File: config.mk
export PLATFORM = sky130hd
export DESIGN_NAME = core_exec
export DESIGN_NICKNAME = d
export VERILOG_FILES = /design/src/rtl/core_exec.sv
export SDC_FILE = /design/constraint.sdc
export NUM_CORES = 1
export LEC_CHECK = 0
export CAP_MARGIN = 20
export CORE_UTILIZATION = 50
export CTS_BUF_LIST = sky130_fd_sc_hd__clkbuf_16
export CTS_CLUSTER_SIZE = 28
export DETAILED_ROUTE_END_ITERATION = 10
export PLACE_DENSITY = 0.65
export SLEW_MARGIN = 0
export SYNTH_ARGS = -nofsm -noshare
export SYNTH_HDL_FRONTEND = slang
export SYNTH_SLANG_ARGS = --single-unit
export TNS_END_PERCENT = 10
File: constraint.sdc
create_clock -name clk_i -period 5.8 [get_ports clk_i]
set_clock_uncertainty 0.05 [all_clocks]
set_input_delay 1.74 -clock clk_i [delete_from_list [all_inputs] [get_ports clk_i]]
set_output_delay 1.74 -clock clk_i [all_outputs]
set_load 0.03 [all_outputs]
File: src/rtl/core_exec.sv
// -----------------------------------------------------------------------------
// core_exec
// Issue and writeback stage of the TOY core. Takes one decoded instruction at a
// time, drives operands and a function code into the registered ALU, waits out
// the ALU latency, then writes the result into the 16x16 register file or
// resolves a branch. Only one instruction is ever in flight.
//
// Ports:
//   clk_i, rst_i          clock (rising edge), asynchronous active-low reset
//   instr_valid_i/instr_i instruction handshake from fetch (op,d,s,t / addr)
//   instr_ready_o         high when idle and not halted
//   alu_op_o/a_o/b_o      registered ALU function and operands
//   alu_c_i               ALU result, ALU_LAT cycles after operand capture
//   retire_o              one-cycle completion pulse
//   br_valid_o/br_taken_o/br_target_o  branch resolution during writeback
//   halt_o                sticky halt, cleared only by reset
//   err_o                 one-cycle pulse for load/store opcodes
//   dbg_addr_i/dbg_data_o combinational register file peek (R0 reads 0)
// -----------------------------------------------------------------------------
module core_exec #(
    parameter int ALU_LAT = 1
) (
    input  logic        clk_i,
    input  logic        rst_i,
    input  logic        instr_valid_i,
    input  logic [15:0] instr_i,
    output logic        instr_ready_o,
    output logic [2:0]  alu_op_o,
    output logic [15:0] alu_a_o,
    output logic [15:0] alu_b_o,
    input  logic [15:0] alu_c_i,
    output logic        retire_o,
    output logic        br_valid_o,
    output logic        br_taken_o,
    output logic [7:0]  br_target_o,
    output logic        halt_o,
    output logic        err_o,
    input  logic [3:0]  dbg_addr_i,
    output logic [15:0] dbg_data_o
);

    typedef enum logic [1:0] {IDLE, EXEC, WB} state_t;

    state_t      r_state;
    logic [2:0]  r_cnt;
    logic [15:0] r_instr;
    logic [15:0] r_rf [16];
    logic [2:0]  r_aluOp;
    logic [15:0] r_aluA;
    logic [15:0] r_aluB;
    logic        r_retire;
    logic        r_brValid;
    logic        r_halt;
    logic        r_err;

    logic [3:0]  w_op;
    logic [3:0]  w_d;
    logic [3:0]  w_s;
    logic [3:0]  w_t;
    logic        w_accept;
    logic        w_isAluOp;
    logic        w_isBranch;
    logic [2:0]  w_aluFn;
    logic [3:0]  w_lOp;
    logic [3:0]  w_lD;
    logic        w_lIsBranch;
    logic        w_lWrites;
    logic        w_brCond;
    logic [7:0]  w_brTarget;

    assign w_op       = instr_i[15:12];
    assign w_d        = instr_i[11:8];
    assign w_s        = instr_i[7:4];
    assign w_t        = instr_i[3:0];
    assign w_accept   = instr_valid_i && instr_ready_o;
    assign w_isAluOp  = (w_op >= 4'h1) && (w_op <= 4'h7);
    assign w_isBranch = (w_op == 4'hC) || (w_op == 4'hD) || (w_op == 4'hE);

    // Fields of the instruction currently in flight.
    assign w_lOp       = r_instr[15:12];
    assign w_lD        = r_instr[11:8];
    assign w_lIsBranch = (w_lOp == 4'hC) || (w_lOp == 4'hD) || (w_lOp == 4'hE);
    assign w_lWrites   = (w_lOp >= 4'h1) && (w_lOp <= 4'h7) && (w_lD != 4'h0);

    // TOY opcode to ALU function code; branches pass operand A through.
    always_comb begin
        w_aluFn = 3'd0;
        case (w_op)
            4'h1:                 w_aluFn = 3'd0;
            4'h2:                 w_aluFn = 3'd1;
            4'h3:                 w_aluFn = 3'd2;
            4'h4:                 w_aluFn = 3'd3;
            4'h5:                 w_aluFn = 3'd4;
            4'h6:                 w_aluFn = 3'd5;
            4'h7:                 w_aluFn = 3'd7;
            4'hC, 4'hD, 4'hE:     w_aluFn = 3'd6;
            default:              w_aluFn = 3'd0;
        endcase
    end

    // The ALU result only becomes valid during the WB cycle, so the branch
    // outcome is decoded combinationally from it and gated by the registered
    // br_valid pulse.
    always_comb begin
        w_brCond   = 1'b0;
        w_brTarget = r_instr[7:0];
        case (w_lOp)
            4'hC: w_brCond = (alu_c_i == 16'h0000);
            4'hD: w_brCond = !alu_c_i[15] && (alu_c_i != 16'h0000);
            4'hE: begin
                w_brCond   = 1'b1;
                w_brTarget = alu_c_i[7:0];
            end
            default: w_brCond = 1'b0;
        endcase
    end

    // Sequencer, operand issue and register file. Halt and load/store opcodes
    // skip EXEC and go straight to the one-cycle WB state with retire raised.
    always_ff @(posedge clk_i or negedge rst_i) begin
        if (!rst_i) begin
            r_state   <= IDLE;
            r_cnt     <= 3'd0;
            r_instr   <= 16'h0000;
            r_aluOp   <= 3'd0;
            r_aluA    <= 16'h0000;
            r_aluB    <= 16'h0000;
            r_retire  <= 1'b0;
            r_brValid <= 1'b0;
            r_halt    <= 1'b0;
            r_err     <= 1'b0;
            for (int i = 0; i < 16; i++) begin
                r_rf[i] <= 16'h0000;
            end
        end else begin
            r_retire  <= 1'b0;
            r_brValid <= 1'b0;
            r_err     <= 1'b0;
            case (r_state)
                IDLE: begin
                    if (w_accept) begin
                        r_instr <= instr_i;
                        if (w_op == 4'h0) begin
                            r_halt   <= 1'b1;
                            r_retire <= 1'b1;
                            r_state  <= WB;
                        end else if (w_isAluOp || w_isBranch) begin
                            r_aluOp <= w_aluFn;
                            r_aluA  <= w_isBranch ? r_rf[w_d] : r_rf[w_s];
                            r_aluB  <= (w_op == 4'h7) ? {8'h00, instr_i[7:0]} : r_rf[w_t];
                            r_cnt   <= 3'd1;
                            r_state <= EXEC;
                        end else begin
                            r_err    <= 1'b1;
                            r_retire <= 1'b1;
                            r_state  <= WB;
                        end
                    end
                end
                EXEC: begin
                    if (r_cnt == 3'(ALU_LAT)) begin
                        r_retire  <= 1'b1;
                        r_brValid <= w_lIsBranch;
                        r_state   <= WB;
                    end else begin
                        r_cnt <= r_cnt + 3'd1;
                    end
                end
                WB: begin
                    if (w_lWrites) begin
                        r_rf[w_lD] <= alu_c_i;
                    end
                    r_state <= IDLE;
                end
                default: r_state <= IDLE;
            endcase
        end
    end

    assign instr_ready_o = (r_state == IDLE) && !r_halt;
    assign alu_op_o      = r_aluOp;
    assign alu_a_o       = r_aluA;
    assign alu_b_o       = r_aluB;
    assign retire_o      = r_retire;
    assign br_valid_o    = r_brValid;
    assign br_taken_o    = r_brValid && w_brCond;
    assign br_target_o   = r_brValid ? w_brTarget : 8'h00;
    assign halt_o        = r_halt;
    assign err_o         = r_err;
    assign dbg_data_o    = (dbg_addr_i == 4'h0) ? 16'h0000 : r_rf[dbg_addr_i];

endmodule

Word-level counts from Yosys, hierarchy flattened
Memory sizes are Yosys's and may differ from the RTL's. A register that Yosys moved wholly into a read port is not among the register bits.
Index checks and enable logic that the tools add are counted.
- memories: 1
- bits of input ports: 39
- memory bits (writable): 0
- latch bits: 0
- output and inout bits: 65
- bits in read-only memories: 48
- register bits after elaboration: 313
- logic and storage cells: 128
- muxes and demuxes: 41
- reductions and logical operators: 29
- bitwise operators: 6
- div/mod/pow operators: 0
- $lt $le $gt $ge: 10
- shift operators: 0
- $mul: 0
- add/subtract/negate cells: 1
- eq/ne operators: 15
- memories (name ; words ; bits a word ; rd ports ; clocked after memory_dff ; write ports ; line ; RTL):
    (no name shown) ; 16 ; 3 ; 1 ; 1 ; 0 ; 88 ; case (w_op)
- operators by type and width (operator ; count):
    binary-select mux 16 bit (select 4 bit) ; 4
    bitwise mux 256 bit ; 1
    2-to-1 mux 16 bit ; 12
    demux 16 bit (select 4 bit) ; 1
    >= comparator 5 bit, second input constant ; 5
    inverter 4 -> 5 bit ; 5
    == test 4 bit, second input constant ; 6
    zero test 16 bit ; 1
    2-to-1 mux 8 bit ; 2
    nonzero test 16 bit ; 1
    2-to-1 mux 3 bit ; 4
    != test 2 bit, second input constant ; 5
    2-to-1 mux 1 bit ; 9
    >= comparator 4 x 1 -> 1 bit, second input constant ; 2
    less-or-equal comparator 4 x 3 -> 1 bit, second input constant ; 2
    logical AND 1 bit ; 8
    zero test 4 bit ; 2
    2-to-1 mux 2 bit ; 4
    case mux 3 bit (2 select lines) ; 1
    AND reduction 2 bit ; 3
    logical OR 1 bit ; 5
    less-than comparator 5 x 1 -> 1 bit, second input constant ; 1
    AND reduction 5 bit ; 1
    == test 4 x 3 -> 1 bit, second input constant ; 1
    14 further kinds ; 16

Longest topological paths before layout
- depth in word-level cells: 8
- gate-level depth with buffers: 8
- mapped depth without buffers: 7

Least setup slack after synthesis
Ideal clock, no wire load.
- path kind: input port to output port
- start: input port dbg_addr_i[0]
- end: output port dbg_data_o[0]
- path buffers: 1
- data required time: 4.010 ns
- slack: 0.528 ns
- arrival time: 3.482 ns
- cell stages on the path: 4
- path through: clkbuf_1 -> mux4_2 -> mux4_2 -> nor2b_1
- longest elaborated chain between the ends: 5
- elaborated cells between the ends (all ways): 6
- those cells by class: mux: 4; bitwise: 1; reduce/logical: 1
- RTL lines (what ; line ; RTL):
    start, declared ; 38 ; input logic [3:0] dbg_addr_i,
    inverter 4 -> 5 bit (implied by the code) ; 190 ; assign dbg_data_o = (dbg_addr_i == 4'h0) ? 16'h0000 : r_rf[dbg_addr_i];
    binary-select mux 16 bit (select 4 bit) ; 190 ;
    2-to-1 mux 16 bit (implied by the code) (2 in series) ; 190 ;
    2-to-1 mux 16 bit * ; 190 ;
    end, declared ; 39 ; output logic [15:0] dbg_data_o
Every way passes the cells marked *; elsewhere a longest branch is shown, timed or not. The select of a mux whose other input is x is not followed.

Worst setup path after layout
- start: input port alu_c_i[7]
- end: output port br_taken_o
- longest elaborated chain between the ends: 4
- elaborated cells between the ends (all ways): 5
- those cells by class: mux: 1; reduce/logical: 4
- RTL lines (what ; line ; RTL):
    start, declared ; 31 ; input logic [15:0] alu_c_i,
    nonzero test 16 bit ; 109 ; 4'hD: w_brCond = !alu_c_i[15] && (alu_c_i != 16'h0000);
    logical AND 1 bit ; 109 ;
    case mux 1 bit (3 select lines) * ; 107 ; case (w_lOp)
    logical AND 1 bit * ; 186 ; assign br_taken_o = r_brValid && w_brCond;
    end, declared ; 34 ; output logic br_taken_o,
Every way passes the cells marked *; elsewhere a longest branch is shown, timed or not.

==> results.sh <==
export IMPL_status="completed"
export IMPL_ys_flop_type="dfrtp_1"
export IMPL_drt_iter0_markers=1629
export IMPL_final_seq_area_um2=7908
export IMPL_wl_per_cell_um=31.00
export IMPL_ys_top_cells_by_area="dfrtp_1 (39%), mux4_2 (27%), mux2_2 (14%)"
export IMPL_yosysSeqAreaShare_pct=38.75
export IMPL_yosysWarningCount=0
export IMPL_slew_violations=0
export IMPL_netlist_top_cells_count="dfrtp_1 (316), mux2_2 (251), mux4_2 (244)"
export IMPL_async_flop_share_pct=100.0
export IMPL_dp_cells=2011
export IMPL_worstReg2RegStart="r_state[0]$_DFFE_PN0P_"
export IMPL_gp_congestion=0.8973
export IMPL_clk_pin_slew_ps=60
export IMPL_numPortBuffers=103
export IMPL_drt_total_wl_mm=64.23
export IMPL_yosys_area_top_type="dfrtp_1"
export IMPL_fin_setup_tns_ps=0
export IMPL_floorplan_die_area_um2=41620
export IMPL_instances_no_fill=2072
export IMPL_die_h_um=204.0
export IMPL_ant_nets=0
export IMPL_syn_area_um2=20410
export IMPL_ir_worst_vdd_mv=0.2136
export IMPL_grt_pass1_wl_mm=96.73
export IMPL_fin_crit_sh_pct=97.19
export IMPL_p_total_uw=9868
export IMPL_min_period_ps=5637
export IMPL_setup_viol=0
export IMPL_worstSetupPathType="primary input to output port"
export IMPL_row_count=73
export IMPL_maxCapViolations=0
export IMPL_powerDensity_nw_per_um2=428.1
export IMPL_cp_slowest_stage_delay_ps=630
export IMPL_critical_path_arrival_ps=3850
export IMPL_ys_types=54
export IMPL_postCtsSetupBuffers=0
export IMPL_synth_seq_cells=316
export IMPL_crit_start="alu_c_i[7]"
export IMPL_ctsHoldBuffers=0
export IMPL_cts_tree="done"
export IMPL_crit_slowest_cell="clkdlybuf4s50_1"
export IMPL_dp_hpwl_mm=40.02
export IMPL_die_w_um=204.0
export IMPL_cts_resized=0
export IMPL_drc_errors=0
export IMPL_slew_headroom_pct=18.82
export IMPL_netlist_instances=1466
export IMPL_io_pins=104
export IMPL_core_area_um2=40010
export IMPL_grt_ovfl_total=0
export IMPL_syn2layout_area_growth_pct=12.96
export IMPL_endpoint_kind="output port"
export IMPL_vias_per_cell=7.011
export IMPL_syn_avg_cell_area_um2=13.92
export IMPL_syn_num_nets=1513
export IMPL_grt_use_total_pct=31.99
export IMPL_tightest_slew_ps=1213
export IMPL_clock_sinks=316
export IMPL_numCtsBuffers=37
export IMPL_path_cells="clkdlybuf4s50_1 -> nor4_1 -> a41oi_1 -> o21ai_0 -> buf_4 -> and4_1 -> buf_12"
export IMPL_initial_core_util_pct=51.01
export IMPL_clock_fmax_mhz=177.4
export IMPL_final_layout_size_suffix_gt1_share_pct=43.96
export IMPL_synth_edff_count=0
export IMPL_hp_class="register to register"
export IMPL_required_ps=4010
export IMPL_fin_nets=1572
export IMPL_yosysMostFrequentCell="dfrtp_1"
export IMPL_multi_input_area_um2=11850
export IMPL_clk_latency_ps=540
export IMPL_start_kind="primary input"
export IMPL_cts_buffer_depth=3
export IMPL_antenna_found_initial=0
export IMPL_worstPathMaxFanout=4
export IMPL_vias=14530
export IMPL_hold_viol=0
export IMPL_num_antenna_cells=0
export IMPL_root_buffer="clkbuf_16"
export IMPL_worstHoldStart="r_rf[249]$_DFFE_PN0P_"
export IMPL_fill_cells=3187
export IMPL_synth_top_area_share_pct=38.75
export IMPL_grt_pass1_vias=14660
export IMPL_drtPass1Iterations=7
export IMPL_leakagePower_uw=0.009710
export IMPL_cts_max_level=2
export IMPL_rsz0062_at_grt="no"
export IMPL_grt_max_degree=110
layer usage:
layer,routed length [µm],GRT usage (%)
met2,30350,50.12
met3,5373,5.453
met4,3508,16.82
met5,0,0
met1,25000,42.98
where the power goes:
group | switching [µW] | internal [µW] | leakage [µW] | total, µW
logic | 1470 | 2210 | 0.00511 | 3690
clock network | 932 | 1190 | 0.000539 | 2120
registers | 1030 | 3030 | 0.00406 | 4060
critical path: cells and delay by family:
| kind | cells | cell delay, ps |
|---|---|---|
| buf+inv | 3 | 940 |
| simple gates | 2 | 690 |
| compound gates | 2 | 460 |
registers in the layout, summed over array words and instances (netlist names):
signal and count:
r_rf 256, alu_a_o 16, alu_b_o 16, r_instr 16, alu_op_o 3, r_cnt 3, r_state 2, br_valid_o 1
err_o 1, halt_o 1, retire_o 1
final cells by class:
| type | count | share of cell area (%) |
|---|---|---|
| tap | 525 | 2.850 |
| multi-input combinational | 987 | 51.39 |
| clock inverter | 24 | 0.5482 |
| sequential | 316 | 34.30 |
| timing repair buffer | 175 | 6.763 |
| inverter | 8 | 0.1303 |
| clock buffer | 37 | 4.017 |
cells by family (layout without fill, tap and decap cells):
group                    Yosys count  count (layout)  synth area share (%)
multiplexers                     588             588                 46.02
AO/OA/AOI/OAI                    154             154                 5.347
flip-flops                       316             316                 38.75
adder cells (fa/ha/maj)            8               8                0.4905
AND/OR/NAND/NOR                  237             237                 5.929
buffers and inverters            163             244                 3.464
final timing paths:
check	endpoint	slack [ps]	cells past startpoint
hold / removal	r_rf[249]$_DFFE_PN0P_	390	0
max in group asynchronous	r_rf[100]$_DFFE_PN0P_	3280	2
setup reg to reg	alu_a_o[15]$_DFFE_PN0P_	2510	6
setup / recovery	br_taken_o	160	7
hold reg to reg	r_rf[249]$_DFFE_PN0P_	390	0
min in group asynchronous	r_rf[44]$_DFFE_PN0P_	1200	1
cells in the final DEF, fill, tap and decap left out, types with 8 or more instances in the layout:
master,synthesis,routed
o22ai_1,44,44
mux2_4,20,20
clkdlybuf4s50_1,0,74
mux2i_1,43,43
inv_1,8,14
a21oi_1,15,15
nor2b_1,36,36
a22oi_1,17,17
clkbuf_16,0,37
buf_4,1,85
a21boi_0,8,8
ha_1,8,8
mux4_2,244,244
a221o_1,11,11
o21ai_0,11,11
nor3_1,13,13
clkinv_1,0,11
dfrtp_1,316,316
buf_2,43,9
nor2_1,41,39
mux2_2,251,251
mux2_1,30,30
nand3_1,9,8
a22o_1,10,10
o221ai_1,11,11
nand2_1,88,88
stage by stage:
step	cell area [µm²]	hold WS [ps]	worst slack (ps)	util, %
after detailed placement	22000	373.3	187.5	54.99
after global routing	23050	406.7	129.1	57.62
after floorplan	20410	395.5	528.3	-
after CTS	23050	387.6	185.4	57.62
final	23050	388.9	162.8	57.62
after global placement	22000	366.2	188.2	54.99
No activity file was read; power rests on OpenSTA's default activity.
